**config.mk**
```make
export PLATFORM = sky130hd
export DESIGN_NAME = aes_round_ctrl_flat
export DESIGN_NICKNAME = d
export VERILOG_FILES = /design/src/rtl/aes_pkg.sv /design/src/rtl/aes_round_ctrl_if.sv /design/src/rtl/aes_rnd_cnt.sv /design/src/rtl/aes_round_ctrl.sv /design/src/flat_wrapper.sv
export SDC_FILE = /design/constraint.sdc
export NUM_CORES = 1
export LEC_CHECK = 0
export CAP_MARGIN = 20
export CORE_AREA = 2 2 39 41
export CTS_BUF_LIST = sky130_fd_sc_hd__clkbuf_8
export DETAILED_ROUTE_END_ITERATION = 8
export DIE_AREA = 0 0 41 43
export GPL_TIMING_DRIVEN = 0
export PLACE_DENSITY = 0.82
export RECOVER_POWER = 25
export REMOVE_ABC_BUFFERS = 1
export SLEW_MARGIN = 20
export SYNTH_ARGS = -nofsm -noshare
export SYNTH_HDL_FRONTEND = slang
export SYNTH_SLANG_ARGS = --single-unit
```
**constraint.sdc**
```tcl
create_clock -name clk -period 2.2 [get_ports clk]
set_input_delay 0.44 -clock clk [delete_from_list [all_inputs] [get_ports clk]]
set_output_delay 0.44 -clock clk [all_outputs]
set_load 0.03 [all_outputs]
```
**src/rtl/aes_pkg.sv**
```systemverilog
// AES round controller shared types: FSM encoding, key-size codes,
// default round counts and the key-size to round-count mapping.
package aes_pkg;

    typedef enum logic {
        S_IDLE = 1'b0,
        S_RUN  = 1'b1
    } state_e;

    localparam logic [1:0] KS_128 = 2'd0;
    localparam logic [1:0] KS_192 = 2'd1;
    localparam logic [1:0] KS_256 = 2'd2;
    localparam logic [1:0] KS_RSV = 2'd3;

    localparam int NR_128_DEF = 10;
    localparam int NR_192_DEF = 12;
    localparam int NR_256_DEF = 14;

    // The reserved key-size code runs the 128-bit schedule.
    function automatic int nr_of(
        input logic [1:0] ks,
        input int         n128,
        input int         n192,
        input int         n256
    );
        case (ks)
            KS_192:         return n192;
            KS_256:         return n256;
            KS_128, KS_RSV: return n128;
            default:        return n128;
        endcase
    endfunction

endpackage

```
**src/rtl/aes_round_ctrl_if.sv**
```systemverilog
// Handshake and datapath-strobe bundle of the AES round controller.
// AES_ROUND_CTRL_ABORT_EN adds the core_abort request.
interface aes_round_ctrl_if #(
    parameter int RND_W = 4
);
    logic             core_start;
    logic [1:0]       key_size;
    logic             dec_mode;
`ifdef AES_ROUND_CTRL_ABORT_EN
    logic             core_abort;
`endif
    logic             core_ready;
    logic             core_done;
    logic [RND_W-1:0] rnd_num;
    logic             last_rnd;
    logic             key_ld;
    logic             data_ld;
    logic             key_en;
    logic             data_en;

`ifdef AES_ROUND_CTRL_ABORT_EN
    modport master (
        output core_start, key_size, dec_mode, core_abort,
        input  core_ready, core_done, rnd_num, last_rnd,
        input  key_ld, data_ld, key_en, data_en
    );
    modport slave (
        input  core_start, key_size, dec_mode, core_abort,
        output core_ready, core_done, rnd_num, last_rnd,
        output key_ld, data_ld, key_en, data_en
    );
`else
    modport master (
        output core_start, key_size, dec_mode,
        input  core_ready, core_done, rnd_num, last_rnd,
        input  key_ld, data_ld, key_en, data_en
    );
    modport slave (
        input  core_start, key_size, dec_mode,
        output core_ready, core_done, rnd_num, last_rnd,
        output key_ld, data_ld, key_en, data_en
    );
`endif

endinterface

```
**src/rtl/aes_rnd_cnt.sv**
```systemverilog
// Round counter: counts 0..nr while running, flags the final round
// and maps the count to an ascending or descending round-key index.
module aes_rnd_cnt #(
    parameter int RND_W = 4
) (
    input  logic             clk,
    input  logic             reset,
    input  logic             run,
    input  logic             clr,
    input  logic [RND_W-1:0] nr,
    input  logic             dec,
    output logic [RND_W-1:0] rnd_num,
    output logic             last_rnd
);

    logic [RND_W-1:0] rnd_cnt_q;
    logic [RND_W-1:0] rnd_cnt_d;

    always_ff @(posedge clk or posedge reset) begin
        if (reset) begin
            rnd_cnt_q <= '0;
        end else begin
            rnd_cnt_q <= rnd_cnt_d;
        end
    end

    // Counter rests at zero in IDLE, so a new start needs no extra clear.
    always_comb begin
        rnd_cnt_d = '0;
        if (run && !last_rnd && !clr) begin
            rnd_cnt_d = rnd_cnt_q + 1'b1;
        end
    end

    always_comb begin
        last_rnd = run && (rnd_cnt_q == nr);
        rnd_num  = '0;
        if (run) begin
            rnd_num = dec ? (nr - rnd_cnt_q) : rnd_cnt_q;
        end
    end

endmodule

```
**src/rtl/aes_round_ctrl.sv**
```systemverilog
// AES round sequencer: IDLE/RUN FSM driving key/data strobes and round index.
// Define AES_ROUND_CTRL_ABORT_EN to build in the core_abort path.
module aes_round_ctrl
    import aes_pkg::*;
#(
    parameter int RND_W  = 4,
    parameter int NR_128 = NR_128_DEF,
    parameter int NR_192 = NR_192_DEF,
    parameter int NR_256 = NR_256_DEF
) (
    input logic             clk,
    input logic             reset,
    aes_round_ctrl_if.slave bus
);

    state_e           state_q;
    state_e           state_d;
    logic [RND_W-1:0] nr_q;
    logic [RND_W-1:0] nr_d;
    logic             dec_q;
    logic             dec_d;
    logic             done_q;
    logic             done_d;

    logic             abort;
    logic             idle;
    logic             run;
    logic             start_ok;
    logic             last_rnd;
    logic [RND_W-1:0] rnd_num;

`ifdef AES_ROUND_CTRL_ABORT_EN
    assign abort = bus.core_abort;
`else
    assign abort = 1'b0;
`endif

    assign idle     = (state_q == S_IDLE);
    assign run      = (state_q == S_RUN);
    // Abort outranks a start request in IDLE.
    assign start_ok = idle && bus.core_start && !abort;

    always_ff @(posedge clk or posedge reset) begin
        if (reset) begin
            state_q <= S_IDLE;
            nr_q    <= '0;
            dec_q   <= 1'b0;
            done_q  <= 1'b0;
        end else begin
            state_q <= state_d;
            nr_q    <= nr_d;
            dec_q   <= dec_d;
            done_q  <= done_d;
        end
    end

    always_comb begin
        state_d = state_q;
        nr_d    = nr_q;
        dec_d   = dec_q;
        done_d  = 1'b0;
        unique case (state_q)
            S_IDLE: begin
                if (start_ok) begin
                    state_d = S_RUN;
                    nr_d    = RND_W'(nr_of(bus.key_size,
                                           NR_128, NR_192, NR_256));
                    dec_d   = bus.dec_mode;
                end
            end
            S_RUN: begin
                if (abort) begin
                    state_d = S_IDLE;
                end else if (last_rnd) begin
                    state_d = S_IDLE;
                    done_d  = 1'b1;
                end
            end
            default: state_d = S_IDLE;
        endcase
    end

    always_comb begin
        bus.core_ready = idle;
        bus.core_done  = done_q;
        bus.rnd_num    = rnd_num;
        bus.last_rnd   = last_rnd;
        bus.key_ld     = idle;
        bus.data_ld    = start_ok;
        bus.key_en     = run;
        bus.data_en    = run;
    end

    aes_rnd_cnt #(
        .RND_W (RND_W)
    ) u_rnd_cnt (
        .clk      (clk),
        .reset    (reset),
        .run      (run),
        .clr      (abort),
        .nr       (nr_q),
        .dec      (dec_q),
        .rnd_num  (rnd_num),
        .last_rnd (last_rnd)
    );

endmodule
```
**src/flat_wrapper.sv**
```systemverilog
// flat-port wrapper written by rule: the top's interface ports become plain ports
module aes_round_ctrl_flat import aes_pkg::*;
#(
    parameter int RND_W  = 4,
    parameter int NR_128 = NR_128_DEF,
    parameter int NR_192 = NR_192_DEF,
    parameter int NR_256 = NR_256_DEF
)
  (clk, reset, bus_core_start, bus_key_size, bus_dec_mode, bus_core_ready, bus_core_done, bus_rnd_num, bus_last_rnd, bus_key_ld, bus_data_ld, bus_key_en, bus_data_en);
  aes_round_ctrl_if #(.RND_W(RND_W)) bus_i ();
  input logic clk;
  input logic reset;
  input wire logic [$bits(bus_i.core_start)-1:0] bus_core_start;
  input wire logic [$bits(bus_i.key_size)-1:0] bus_key_size;
  input wire logic [$bits(bus_i.dec_mode)-1:0] bus_dec_mode;
  output wire logic [$bits(bus_i.core_ready)-1:0] bus_core_ready;
  output wire logic [$bits(bus_i.core_done)-1:0] bus_core_done;
  output wire logic [$bits(bus_i.rnd_num)-1:0] bus_rnd_num;
  output wire logic [$bits(bus_i.last_rnd)-1:0] bus_last_rnd;
  output wire logic [$bits(bus_i.key_ld)-1:0] bus_key_ld;
  output wire logic [$bits(bus_i.data_ld)-1:0] bus_data_ld;
  output wire logic [$bits(bus_i.key_en)-1:0] bus_key_en;
  output wire logic [$bits(bus_i.data_en)-1:0] bus_data_en;
  assign bus_i.core_start = bus_core_start;
  assign bus_i.key_size = bus_key_size;
  assign bus_i.dec_mode = bus_dec_mode;
  assign bus_core_ready = bus_i.core_ready;
  assign bus_core_done = bus_i.core_done;
  assign bus_rnd_num = bus_i.rnd_num;
  assign bus_last_rnd = bus_i.last_rnd;
  assign bus_key_ld = bus_i.key_ld;
  assign bus_data_ld = bus_i.data_ld;
  assign bus_key_en = bus_i.key_en;
  assign bus_data_en = bus_i.data_en;
  aes_round_ctrl #(.RND_W(RND_W), .NR_128(NR_128), .NR_192(NR_192), .NR_256(NR_256)) u_core (.clk(clk), .reset(reset), .bus(bus_i));
endmodule
```
==> results of run 1 <==
Yosys cell counts:
cell / count / area share (%)
a31oi_2: 1 / 2.1
fa_1: 1 / 3.4
nand2b_1: 3 / 3.2
ha_1: 5 / 11
a21o_1: 1 / 1.3
xnor2_1: 3 / 4.5
inv_1: 8 / 5.1
nand2_1: 7 / 4.5
and3_1: 1 / 1.1
mux2_2: 1 / 1.9
xor2_1: 1 / 1.5
o21ai_0: 2 / 1.7
buf_4: 2 / 2.6
nor2_1: 6 / 3.9
nand3_1: 2 / 1.7
and2_1: 1 / 1.1
dfrtp_1: 10 / 43
mux2i_1: 4 / 6.9
metrics by stage:
stage	utilization, %	hold slack (ps)	std cells
5_1_grt	60.0	562	97
6_report	60.0	541	97
3_3_place_gp	54.2	474	89
4_1_cts	59.9	490	95
2_1_floorplan	-	280	57
3_5_place_dp	54.2	482	89
flip-flops by register name (all words and copies together), names as in the netlist:
register,count
u_core.nr_q,3
u_core.dec_q,1
u_core.bus.core_done,1
u_core.bus.data_en,1
u_core.u_rnd_cnt.rnd_cnt_q,4
layout make-up:
type,instances,area share (%)
Tap cell,16,2.41
Multi-Input combinational cell,39,36.6
Inverter,8,3.61
Timing Repair Buffer,20,20.6
Clock buffer,4,6.63
Sequential cell,10,30.1
logic make-up (layout without fill, tap and decap cells):
kind of cell / Yosys count / count (layout) / synth area share, %
buffers and inverters: 10 / 32 / 7.71
xor gates and xnor gates: 4 / 4 / 6.00
muxes: 5 / 5 / 8.78
DFF: 10 / 10 / 42.8
AOI/OAI and AO/OA: 4 / 4 / 5.14
adders and majority gates: 6 / 6 / 14.1
and+or+nand+nor: 20 / 20 / 15.4
per-layer routing:
| metal | global-route usage, % | wire length, um |
|---|---|---|
| met3 | 0 | 26 |
| met1 | 18.5 | 503 |
| met5 | 0 | 0 |
| met4 | 10.0 | 19 |
| met2 | 28.7 | 692 |
worst paths after layout:
path / endpoint / slack [ps] / startpoint / depth (start not counted)
worst max-delay path: bus_rnd_num[3] / -120 / u_core.u_rnd_cnt.rnd_cnt_q[2]$_DFF_PP0_ / 7
worst min-delay path: u_core.nr_q[3]$_DFFE_PP0P_ / 540 / u_core.nr_q[3]$_DFFE_PP0P_ / 1
worst max register to register: u_core.u_rnd_cnt.rnd_cnt_q[3]$_DFF_PP0_ / 790 / u_core.u_rnd_cnt.rnd_cnt_q[1]$_DFF_PP0_ / 6
worst min register to register: u_core.nr_q[3]$_DFFE_PP0P_ / 540 / u_core.nr_q[3]$_DFFE_PP0P_ / 1
max in group asynchronous: u_core.nr_q[1]$_DFFE_PP0P_ / 1300 / reset / 2
min in group asynchronous: u_core.dec_q$_DFFE_PP0P_ / 620 / reset / 2
report_power, final:
part	switching, mW	internal [mW]	total (mW)
clock	0.0678	0.157	0.225
combinational	0.489	0.406	0.894
sequential	0.0899	0.256	0.346
repair_timing:
action,4_1_cts,5_1_grt
gates resized for setup,22,4
setup buffers,2,2
pin swaps,1,0
endpoints found under the setup margin,5,3
==> results_dict.tcl, run 1 <==
set metrics [dict create \
    total_power_mw 1.46 \
    cpPeakStageDelay_ps 400 \
    wire_per_inst_um 12.8 \
    fmax_mhz 432 \
    clock-sinks 10 \
    placed_area_um2 749 \
    violations "setup timing" \
    clock_latency_ps 230 \
    max_slew_margin_pct 74.3 \
    dieArea_um2 1760 \
    path_cells "inv_2 -> ha_4 -> a21o_1 -> a31oi_2 -> mux2i_1 -> mux2i_1 -> buf_4" \
    grt_pass1_vias 445 \
    die_w_um 41 \
    dp_hpwl_um 865 \
    tightest_slew_ps 385 \
    wl_um 1240 \
    rsz0062_at_grt "yes" \
    io_buffers 16 \
    syn-cell-area_um2 584 \
    clockBufferDepth 2 \
    ys_ff_latch 10 \
    cts_buffers 3 \
    setup_viol 1 \
    postCtsHoldBufs 0 \
    cpMostUsedCell "mux2i_1" \
    diodes 0 \
    vias 451 \
    die_h_um 43 \
    final_area_um2 831 \
    post-place-ws_ps -528 \
    cp_top_family "multiplexers" \
    area_growth_pct 42.2 \
    layout_common_cells "clkdlybuf4s50_1 (10), dfrtp_1 (10), nand2_1 (7)" \
    cts_root_buf "clkbuf_8" \
    multiInputGateArea_um2 304 \
    hp-class "register to register" \
    yosys_warnings 0 \
    cp_max_fo 4 \
    crit_type "register to output port" \
    cp-end-kind "output port" \
    final.period_utilization_pct 105 \
    finClkSkew_ps 1.19 \
    grt_use_total_pct 16.5 \
    antenna_found_initial 0 \
    pwr_density_cell_nw_per_um2 1760 \
    cp_num_buf_inv 2 \
    seqCellArea_um2 250 \
    cts_tree "built" \
    drtIter0Drc 4 \
    final_antenna_net_count 0 \
    crit_slowest_cell "dfrtp_1" \
    outcome "complete, but fails checks" \
    io_pins 17 \
    hold_viol 0 \
    rows 14 \
    path_clk_slew_ps 50 \
    grt_max_degree 11 \
    required_ps 1760 \
    min_period_ps 2320 \
    core_um2 1380 \
    timing.setup.tns_ps -115 \
    drc 0 \
    fin_nets 94 \
    vias_per_cell 4.65 \
    first_pass_iters 4 \
    grt_pass1_wl_um 1880 \
    final.setup.worst_slack_ps -115 \
    grt_overflow 0 \
    yosysSeqAreaShare_pct 42.8 \
    maxCapViolCount 0 \
    synth_cell_types 18 \
    avgSynthCellArea_um2 9.90 \
    nFillCells 120 \
    initial_core_util_pct 42.2 \
    power_leakage_nw 0.425 \
    place.gp.congestion 0.778 \
    crit_arrival_ps 1880 \
    h-tree-depth 1 \
    worst_setup_path_start_kind "register" \
    synthCells 59 \
    drive_gt1_share_pct 22.2 \
    drv_slew 0 \
    peakVddDrop_uv 723 \
]
No activity file was read; power rests on OpenSTA's default activity.
==> inputs of run 2 (changes only) <==
--- a/config.mk
+++ b/config.mk
@@ -5,16 +5,18 @@
 export SDC_FILE = /design/constraint.sdc
 export NUM_CORES = 1
 export LEC_CHECK = 0
+export ABC_CLOCK_PERIOD_IN_PS = 2200
 export CAP_MARGIN = 20
-export CORE_AREA = 2 2 39 41
+export CORE_MARGIN = 1
+export CORE_UTILIZATION = 49
 export CTS_BUF_LIST = sky130_fd_sc_hd__clkbuf_8
 export DETAILED_ROUTE_END_ITERATION = 8
-export DIE_AREA = 0 0 41 43
 export GPL_TIMING_DRIVEN = 0
-export PLACE_DENSITY = 0.82
+export PLACE_DENSITY = 0.87
 export RECOVER_POWER = 25
 export REMOVE_ABC_BUFFERS = 1
 export SLEW_MARGIN = 20
 export SYNTH_ARGS = -nofsm -noshare
 export SYNTH_HDL_FRONTEND = slang
+export SYNTH_HIERARCHICAL = 1
 export SYNTH_SLANG_ARGS = --single-unit
==> run 2 against run 1 <==
Compared with the run above: the run still ends with setup timing left; final cell count rose by 7.2%; utilization rose by 20 points; combinational power is 5.6% higher; register-to-register slack worse by 200 ps; routed wire length rose by 16%; total power rose by 0.17%; maximum frequency increased by 4.9%; critical path depth unchanged; synthesized cell count up 17%; worst setup slack better by 110 ps; hold slack improved by 11 ps; area after synthesis up 13%.
==> results_dict.tcl, run 2 <==
set metrics [dict create \
    h-tree-depth 1 \
    yosys-top-cells-count "inv_1 (13), dfrtp_1 (10), nor2_1 (9)" \
    final_antenna_net_count 0 \
    cp_top_family "multiplexers" \
    grt_max_degree 10 \
    rows 12 \
    grt_pass1_vias 503 \
    drc 0 \
    crit_arrival_ps 1770 \
    grt_use_total_pct 22.0 \
    dp_hpwl_um 968 \
    cts_root_buf "clkbuf_8" \
    synthCells 69 \
    pwr_density_cell_nw_per_um2 1540 \
    clock-sinks 10 \
    crit_type "register to output port" \
    vias_per_cell 4.96 \
    placed_area_um2 812 \
    finClkSkew_ps 0.889 \
    hp-class "register to register" \
    synth_edf_count 0 \
    cts_buffers 3 \
    total_power_mw 1.47 \
    cp-end-kind "output port" \
    io_pins 17 \
    timing.setup.tns_ps -6.08 \
    synthTopCellsByArea "dfrtp_1 (38%), ha_1 (9.5%), mux2i_1 (9.1%)" \
    die_h_um 38.7 \
    first_pass_iters 4 \
    cts_tree "built" \
    crit_slowest_cell "dfrtp_2" \
    yosys_warnings 6 \
    cp_max_fo 5 \
    p_int_uw 805 \
    reg_top3 "u_core/u_rnd_cnt/rnd_cnt_q (4), u_core/nr_q (3)" \
    clockBufferDepth 2 \
    drtIter0Drc 8 \
    wl_um 1440 \
    synth_async_sr_flop_share_pct 100 \
    wire_per_inst_um 13.9 \
    regMostFlops "u_core/u_rnd_cnt/rnd_cnt_q" \
    layout_common_cells "inv_1 (11), clkdlybuf4s50_1 (9), buf_4 (9)" \
    synth_cell_types 25 \
    final.setup.worst_slack_ps -6.08 \
    cpPeakStageDelay_ps 410 \
    swShare_pct 45.1 \
    required_ps 1760 \
    min_period_ps 2210 \
    worst_setup_path_start_kind "register" \
    peakVddDrop_uv 933 \
    violations "setup timing" \
    die_w_um 38.7 \
    rsz0062_at_grt "yes" \
    cp_num_buf_inv 2 \
    final_area_um2 953 \
    hold_viol 0 \
    yosysMostFrequentCell "inv_1" \
    p_switching_uw 662 \
    combPwrFrac_pct 64.3 \
    antenna_found_initial 0 \
    clock_latency_ps 230 \
    diodes 0 \
    grt_overflow 0 \
    grt_pass1_wl_um 2160 \
    power_leakage_nw 0.487 \
    synth_ff_type "dfrtp_1" \
    yosysTopAreaCellShare_pct 37.9 \
    power_frac_seq_pct 23.1 \
    post-place-ws_ps -386 \
    initial_core_util_pct 55.7 \
    setup_viol 1 \
    place.gp.congestion 0.734 \
    largest_register_ffs 4 \
    fin_nets 104 \
    nFillCells 81 \
    path_clk_slew_ps 50 \
    syn-cell-area_um2 661 \
    io_buffers 16 \
    final_common_cell "inv_1" \
    area_growth_pct 44.3 \
    core_um2 1190 \
    maxCapViolCount 0 \
    dieArea_um2 1500 \
    path_cells "inv_2 -> ha_4 -> nand2_4 -> o21ai_2 -> mux2i_1 -> mux2i_1 -> buf_4" \
    drv_slew 0 \
    seqCellArea_um2 253 \
    ys_ff_latch 10 \
    drive_gt1_share_pct 34.4 \
    yosys.area.top_type "dfrtp_1" \
    avgSynthCellArea_um2 9.57 \
    final.period_utilization_pct 100 \
    clockPowerShare_pct 12.6 \
    fmax_mhz 453 \
    yosysSeqAreaShare_pct 37.9 \
    vias 516 \
    cpMostUsedCell "mux2i_1" \
    outcome "complete, but fails checks" \
    multiInputGateArea_um2 400 \
]
run 2: cell types whose count changed in the layout (fill, tap and decap cells not counted), moves of 3 or more:
cell     before  now
inv_1         6   11
nand2_1       7    2
buf_4         5    9
buf_2         3    0
run 2: per-stage QoR:
| step | utilization (%) | hold WS, ps | cells |
|---|---|---|---|
| 6_report | 80.4 | 552 | 104 |
| 5_1_grt | 80.4 | 570 | 104 |
| 4_1_cts | 74.3 | 431 | 101 |
| 3_5_place_dp | 68.5 | 512 | 96 |
| 3_3_place_gp | 68.5 | 505 | 96 |
| 2_1_floorplan | - | 206 | 66 |
run 2: worst paths after layout:
path                                                         start                                 endpoint  slack (ps)  cells after the start
setup / recovery           u_core/u_rnd_cnt/rnd_cnt_q[1]$_DFF_PP0_                           bus_rnd_num[3]          -6                      7
hold / removal                          u_core/nr_q[3]$_DFFE_PP0P_               u_core/nr_q[3]$_DFFE_PP0P_         550                      1
setup reg to reg           u_core/u_rnd_cnt/rnd_cnt_q[1]$_DFF_PP0_             u_core/bus.data_en$_DFF_PP0_         590                      7
hold reg to reg                         u_core/nr_q[3]$_DFFE_PP0P_               u_core/nr_q[3]$_DFFE_PP0P_         550                      1
max in group asynchronous                                    reset             u_core/bus.data_en$_DFF_PP0_        1380                      2
min in group asynchronous                                    reset  u_core/u_rnd_cnt/rnd_cnt_q[0]$_DFF_PP0_         560                      2
run 2: area by class of cell:
type	count	share of cell area, %
multi-input cells	42	42.0
inverters	14	5.51
clock buffers	3	4.33
flip-flops and latches	10	26.5
repair buffers	21	19.8
well taps	14	1.84
run 2: cells by family (layout without fill, tap and decap cells):
kind of cell / count (synthesis) / in the layout / synth area share, %
AND/OR/NAND/NOR: 19 / 19 / 16.1
buffers and inverters: 18 / 38 / 12.5
flip-flops: 10 / 10 / 37.9
multiplexers: 7 / 7 / 11.4
adder cells (fa/ha/maj): 6 / 6 / 12.5
AO/OA/AOI/OAI: 4 / 4 / 3.79
XOR/XNOR: 4 / 4 / 5.30
other: 1 / 2 / 0.568
run 2: power groups by stage:
stage / combinational (mW) / sequential [mW] / clock, mW
final: 0.944 / 0.339 / 0.185
after global routing: 1.02 / 0.346 / 0.205
after CTS: 0.805 / 0.335 / 0.191
after detailed placement: 0.770 / 0.332 / 0
after global placement: 0.746 / 0.328 / 0
after floorplan: 0.481 / 0.341 / 0
run 2: repair_timing:
action                     4_1_cts  5_1_grt
gates resized for setup         31       13
cloned                           0        0
hold buffers                     0        0
buffers inserted                 2        3
setup endpoints to repair        6        5
pin swaps                        0        8
run 2: metal layers:
layer / vias to the layer above / wire, um / global-route usage, %
li1: 251 / - / -
met1: 248 / 642 / 25.6
met2: 15 / 739 / 37.5
met3: 2 / 46 / 3.47
met4: 0 / 14 / 12.9
met5: - / 0 / 0
==> variant 1: new RTL, config.mk and constraints of run 2 <==
`RND_W` is set to 4 in 4 places; all go to 6.
--- a/src/rtl/aes_round_ctrl_if.sv
+++ b/src/rtl/aes_round_ctrl_if.sv
@@ -2,5 +2,5 @@
 // AES_ROUND_CTRL_ABORT_EN adds the core_abort request.
 interface aes_round_ctrl_if #(
-    parameter int RND_W = 4
+    parameter int RND_W = 6
 );
     logic             core_start;
--- a/src/rtl/aes_rnd_cnt.sv
+++ b/src/rtl/aes_rnd_cnt.sv
@@ -2,5 +2,5 @@
 // and maps the count to an ascending or descending round-key index.
 module aes_rnd_cnt #(
-    parameter int RND_W = 4
+    parameter int RND_W = 6
 ) (
     input  logic             clk,
--- a/src/rtl/aes_round_ctrl.sv
+++ b/src/rtl/aes_round_ctrl.sv
@@ -4,5 +4,5 @@
     import aes_pkg::*;
 #(
-    parameter int RND_W  = 4,
+    parameter int RND_W  = 6,
     parameter int NR_128 = NR_128_DEF,
     parameter int NR_192 = NR_192_DEF,
--- a/src/flat_wrapper.sv
+++ b/src/flat_wrapper.sv
@@ -2,5 +2,5 @@
 module aes_round_ctrl_flat import aes_pkg::*;
 #(
-    parameter int RND_W  = 4,
+    parameter int RND_W  = 6,
     parameter int NR_128 = NR_128_DEF,
     parameter int NR_192 = NR_192_DEF,
Ports: changed (resized bus_rnd_num); port bits go from 17 to 19. No check against the original RTL was run, so the function may have changed too.
==> variant 1 against run 2 <==
- critical path depth is the same
- design area grew 35%
- power grew 11%
- critical endpoint is now bus_rnd_num[4]
- clock skew grew 4.1 ps
- sequential cell count grew 2
- the run still ends with setup timing left
- wire length grew 53%
- setup slack lost 63 ps
- synthesized area grew 43%
- non-clock buffer count grew 2
==> variant 1: results (changes against run 2) <==
<table>
<tr><th>Metric</th><th>Value</th></tr>
<tr><th colspan="2">Run status</th></tr>
<tr><td>Outcome</td><td>finished with violations</td></tr>
<tr><td>Failing checks</td><td>setup timing</td></tr>
<tr><th colspan="2">STA</th></tr>
<tr><td>Setup slack of the critical path after layout</td><td>-68.8 ps (-62.7 ps)</td></tr>
<tr><td>Final Setup Violations</td><td>2 (+1)</td></tr>
<tr><td>Final sum of negative setup slack</td><td>-85.8 ps (-79.7 ps)</td></tr>
<tr><td>Worst hold slack</td><td>551 ps (-1.66 ps)</td></tr>
<tr><th colspan="2">Placement</th></tr>
<tr><td>Port Buffer Count</td><td>18 (+2)</td></tr>
<tr><td>Routability cong.</td><td>0.841 (+15%)</td></tr>
<tr><td>DP Wirelength</td><td>1450 um (+50%)</td></tr>
<tr><td>Placement Cell Area</td><td>1140 um2 (+41%)</td></tr>
<tr><th colspan="2">Critical path</th></tr>
<tr><td>Slowest cell on the critical path</td><td>sky130_fd_sc_hd__dfrtp_1</td></tr>
<tr><td>Arrival time of data at the critical path endpoint</td><td>1830 ps (+60 ps)</td></tr>
<tr><td>Worst setup path end</td><td>bus_rnd_num[4]</td></tr>
<tr><td>Crit path launch</td><td>u_core/u_rnd_cnt/rnd_cnt_q[0]$_DFF_PP0_</td></tr>
<tr><th colspan="2">Logic synthesis</th></tr>
<tr><td>Sequential share of the synthesized area</td><td>0.317 (-0.0613)</td></tr>
<tr><td>Xor and xnor area share after synthesis</td><td>0.0542 (+0.00120)</td></tr>
<tr><td>Fraction of the mapped netlist area in compound gates</td><td>0.161 (+0.123)</td></tr>
<tr><td>Most instantiated cells after synthesis</td><td>sky130_fd_sc_hd__inv_1, sky130_fd_sc_hd__nor2_1, sky130_fd_sc_hd__dfrtp_1</td></tr>
<tr><td>Cell count after synthesis</td><td>102 (+48%)</td></tr>
<tr><th colspan="2">Global routing</th></tr>
<tr><td>Vias in the first global route</td><td>782 (+55%)</td></tr>
<tr><td>Maximum number of pins on one net before global-route repair</td><td>14 (+4)</td></tr>
<tr><td>GRT Total Usage</td><td>0.229 (+0.00878)</td></tr>
<tr><td>Wire length of the first global-routing pass</td><td>3350 um (+55%)</td></tr>
<tr><th colspan="2">Hold path</th></tr>
<tr><td>Worst hold path endpoint</td><td>u_core/u_rnd_cnt/rnd_cnt_q[0]$_DFF_PP0_</td></tr>
<tr><td>Worst Hold Launch</td><td>u_core/u_rnd_cnt/rnd_cnt_q[0]$_DFF_PP0_</td></tr>
<tr><th colspan="2">Power and ir drop</th></tr>
<tr><td>VDD IR-drop max</td><td>828 uV (-11%)</td></tr>
<tr><td>Leakage power of the design</td><td>0.575 nW (+18%)</td></tr>
<tr><th colspan="2">Layout</th></tr>
<tr><td>Fraction of layout instances using a drive strength above 1</td><td>0.315 (-0.0291)</td></tr>
<tr><td>Layout Cells excl Fill</td><td>155 (+49%)</td></tr>
<tr><td>Top Registers</td><td>u_core/u_rnd_cnt/rnd_cnt_q (6), u_core/nr_q (3)</td></tr>
<tr><th colspan="2">Route</th></tr>
<tr><td>WL per Instance</td><td>14.2 um (+2.5%)</td></tr>
</table>
[variant 1: cell types whose count changed after synthesis, moves of 2 or more]
cell / delta
sky130_fd_sc_hd__nor2_1: +5
sky130_fd_sc_hd__inv_1: +4
sky130_fd_sc_hd__nand2_1: -2
sky130_fd_sc_hd__mux2i_1: -3
sky130_fd_sc_hd__ha_1: +2
sky130_fd_sc_hd__nand3_1: +3
sky130_fd_sc_hd__dfrtp_1: +2
sky130_fd_sc_hd__o2111ai_1: +2
sky130_fd_sc_hd__a21oi_1: +3
[variant 1: layout make-up]
class,count,area (um2)
flip-flops and latches,12,304
clock buffers,3,41.3
fillers,131,473
well taps,25,31.3
multi-input cells,74,648
inverters,18,68.8
repair buffers,23,198
[variant 1: cell families (layout without fill, tap and decap cells)]
family / after synthesis / after routing
AO/OA/AOI/OAI: 18 / 18
XOR/XNOR: 5 / 5
adder cells (fa/ha/maj): 8 / 8
buffers and inverters: 23 / 44
flip-flops: 12 / 12
multiplexers: 4 / 4
other: 1 / 8
AND/OR/NAND/NOR: 31 / 31
[variant 1: report_power, final]
part	leakage [nW]	internal, mW	total (mW)	switching (mW)
Combinational	0.410	0.443	1.06	0.613
Clock	0.0216	0.120	0.193	0.0726
Sequential	0.144	0.279	0.378	0.0996
[variant 1: metal layers]
metal	global-route usage	share of wire	wire, um	vias up
met3	0.0397	0.044	96	6
met5	0	0	0	-
met2	0.406	0.54	1180	26
met4	0.100	0.018	40	0
li1	-	-	-	390
met1	0.267	0.40	884	391
[variant 1: timing repair]
| item | in CTS | in global routing |
|---|---|---|
| resized for setup | 54 | 5 |
| pin swaps | 1 | 2 |
| setup endpoints to repair | 8 | 6 |
| buffers inserted | 4 | 1 |
==> variant 2: new RTL, config.mk and constraints of run 2 <==
Without the edit above. Make the reset (`reset`) synchronous in 2 clocked blocks.
--- a/src/rtl/aes_rnd_cnt.sv
+++ b/src/rtl/aes_rnd_cnt.sv
@@ -17,5 +17,5 @@
     logic [RND_W-1:0] rnd_cnt_d;
 
-    always_ff @(posedge clk or posedge reset) begin
+    always_ff @(posedge clk) begin
         if (reset) begin
             rnd_cnt_q <= '0;
--- a/src/rtl/aes_round_ctrl.sv
+++ b/src/rtl/aes_round_ctrl.sv
@@ -41,5 +41,5 @@
     assign start_ok = idle && bus.core_start && !abort;
 
-    always_ff @(posedge clk or posedge reset) begin
+    always_ff @(posedge clk) begin
         if (reset) begin
             state_q <= S_IDLE;
Formal check against the unedited RTL: differs if reset is asserted again (counterexample within 4 cycles, from zero or initial values and one cycle with reset high); with reset held inactive, the same outputs for 10 cycles.
==> variant 2 against run 2 <==
- setup slack worse by 13 ps
- critical path type unchanged
- wire length decreased by 6.0%
- sequential cell count unchanged
- the flow still finishes with violations (setup timing)
- via count rose by 0.78%
- final cell count is the same
- global-route usage up 0.64 points
- largest cell class unchanged
- design area fell by 7.1%
- synthesized area fell by 7.4%
Power is not compared: it rests on default switching activity, and its combinational part moved more than twofold at a synthesized area within 25%.
==> variant 2: results (changes against run 2) <==
<table>
<tr><th>Metric</th><th>Value</th></tr>
<tr><th colspan="2">Placement</th></tr>
<tr><td>Cell Count Post-Placement</td><td>99 (+3.1%)</td></tr>
<tr><td>Worst-case setup slack after placement</td><td>-379 ps (+6.76 ps)</td></tr>
<tr><td>Routability cong.</td><td>0.702 (-4.4%)</td></tr>
<tr><td>DP Wirelength</td><td>846 um (-13%)</td></tr>
<tr><th colspan="2">Critical path</th></tr>
<tr><td>Maximum fanout along the worst path</td><td>4 (-1)</td></tr>
<tr><td>Startpoint of the most critical register-to-register path</td><td>u_core/u_rnd_cnt/rnd_cnt_q[2]$_SDFF_PP0_</td></tr>
<tr><td>Largest incremental delay on the critical path</td><td>350 ps (-60 ps)</td></tr>
<tr><th colspan="2">Route</th></tr>
<tr><td>WL per Instance</td><td>13.0 um (-6.0%)</td></tr>
<tr><td>Drt initial violations</td><td>5 (-3)</td></tr>
<tr><td>Number of optimization iterations in the first detailed-route pass</td><td>3 (-1)</td></tr>
<tr><th colspan="2">STA</th></tr>
<tr><td>Setup slack of the critical path after layout</td><td>-19.3 ps (-13.3 ps)</td></tr>
<tr><td>Final Setup Violations</td><td>1 (unchanged)</td></tr>
<tr><td>Setup Skew</td><td>8.08 ps (+7.19 ps)</td></tr>
<tr><th colspan="2">Global routing</th></tr>
<tr><td>Maximum number of pins on one net before global-route repair</td><td>16 (+6)</td></tr>
<tr><td>Vias in the first global route</td><td>474 (-5.8%)</td></tr>
<tr><th colspan="2">Logic synthesis</th></tr>
<tr><td>Most instantiated cells after synthesis</td><td>sky130_fd_sc_hd__inv_1, sky130_fd_sc_hd__dfxtp_1, sky130_fd_sc_hd__ha_1, sky130_fd_sc_hd__nand2_1, sky130_fd_sc_hd__nor2_1</td></tr>
<tr><td>Cell count after synthesis</td><td>70 (+1.4%)</td></tr>
<tr><td>Cell types occupying the most area after synthesis</td><td>sky130_fd_sc_hd__dfxtp_1, sky130_fd_sc_hd__ha_1, sky130_fd_sc_hd__inv_1</td></tr>
<tr><td>Most used flip-flop cell after synthesis</td><td>sky130_fd_sc_hd__dfxtp_1</td></tr>
<tr><td>Sequential share of the synthesized area</td><td>0.327 (-0.0516)</td></tr>
<tr><th colspan="2">Hold path</th></tr>
<tr><td>Worst Hold Launch</td><td>u_core/u_rnd_cnt/rnd_cnt_q[0]$_SDFF_PP0_</td></tr>
<tr><th colspan="2">Run status</th></tr>
<tr><td>Outcome</td><td>finished with violations</td></tr>
<tr><td>Failing checks</td><td>setup timing</td></tr>
<tr><th colspan="2">Layout</th></tr>
<tr><td>Layout Nets</td><td>103 (-0.96%)</td></tr>
<tr><td>Fraction of layout instances using a drive strength above 1</td><td>0.233 (-0.111)</td></tr>
</table>
-- variant 2: changes by cell type in the layout (fill, tap and decap cells not counted), moves of 3 or more --
cell and delta:
sky130_fd_sc_hd__dfrtp_1 -8, sky130_fd_sc_hd__buf_4 -6, sky130_fd_sc_hd__dfxtp_1 +6, sky130_fd_sc_hd__mux2i_1 -3, sky130_fd_sc_hd__nand2b_1 +3, sky130_fd_sc_hd__nor2_1 -3
-- variant 2: per-layer routing --
metal  vias up  global-route usage  share of wire  routed length, um
li1        271                   -              -                  -
met1       237               0.267           0.47                631
met2         8               0.368           0.49                666
met3         4              0.0357          0.025                 34
met4         0               0.167          0.017                 23
met5         -                   0              0                  0
-- variant 2: report_power, final --
| group | leakage, nW | total [mW] | switching [mW] | internal, mW |
|---|---|---|---|---|
| Clock | 0.0288 | 0.232 | 0.0746 | 0.158 |
| Sequential | 0.0842 | 0.205 | 0.0162 | 0.189 |
| Combinational | 0.272 | 0.120 | 0.0613 | 0.0585 |
-- variant 2: per-stage QoR --
stage	TNS, ps	area, um2	power [mW]
2_1_floorplan	0	601	0.272
5_1_grt	-131	886	0.586
4_1_cts	-2.77	858	0.556
3_3_place_gp	-958	778	0.311
3_5_place_dp	-1030	778	0.314
6_report	-19.3	886	0.557
-- variant 2: worst reg2reg max path, delay by kind of cell, from the launching register on --
family	cells	cell delay, ps
and+or+nand+nor	3	560
AOI/OAI and AO/OA	1	60
DFF	1	360
buffers and inverters	1	50
adders and majority gates	1	290
-- variant 2: kinds of logic (layout without fill, tap and decap cells) --
family | count (synthesis) | count (layout) | share of synthesized area
buffers and inverters | 13 | 32 | 0.0920
adders and majority gates | 6 | 6 | 0.135
and+or+nand+nor | 23 | 23 | 0.223
xor gates and xnor gates | 4 | 4 | 0.0573
AOI/OAI and AO/OA | 10 | 10 | 0.110
muxes | 3 | 3 | 0.0491
DFF | 10 | 10 | 0.327
other | 1 | 2 | 0.00613
-- variant 2: final cells by class --
| cell class | count | area, um2 |
|---|---|---|
| multi-input cells | 48 | 404 |
| fillers | 78 | 240 |
| flip-flops and latches | 10 | 210 |
| repair buffers | 17 | 158 |
| clock buffers | 4 | 55.1 |
| inverters | 11 | 41.3 |
| well taps | 14 | 17.5 |
-- variant 2: final timing paths --
path	end	slack (ps)	cells past startpoint
min	u_core/u_rnd_cnt/rnd_cnt_q[0]$_SDFF_PP0_	470	1
min reg2reg	u_core/u_rnd_cnt/rnd_cnt_q[0]$_SDFF_PP0_	470	1
max	bus_rnd_num[3]	-20	7
max reg2reg	u_core/bus.data_en$_SDFF_PP0_	770	6
-- variant 2: repair_timing --
action	4_1_cts	5_1_grt
setup endpoints to repair	6	4
pin swaps	1	5
resized for setup	31	8
buffers inserted	0	1
hold buffers	0	0
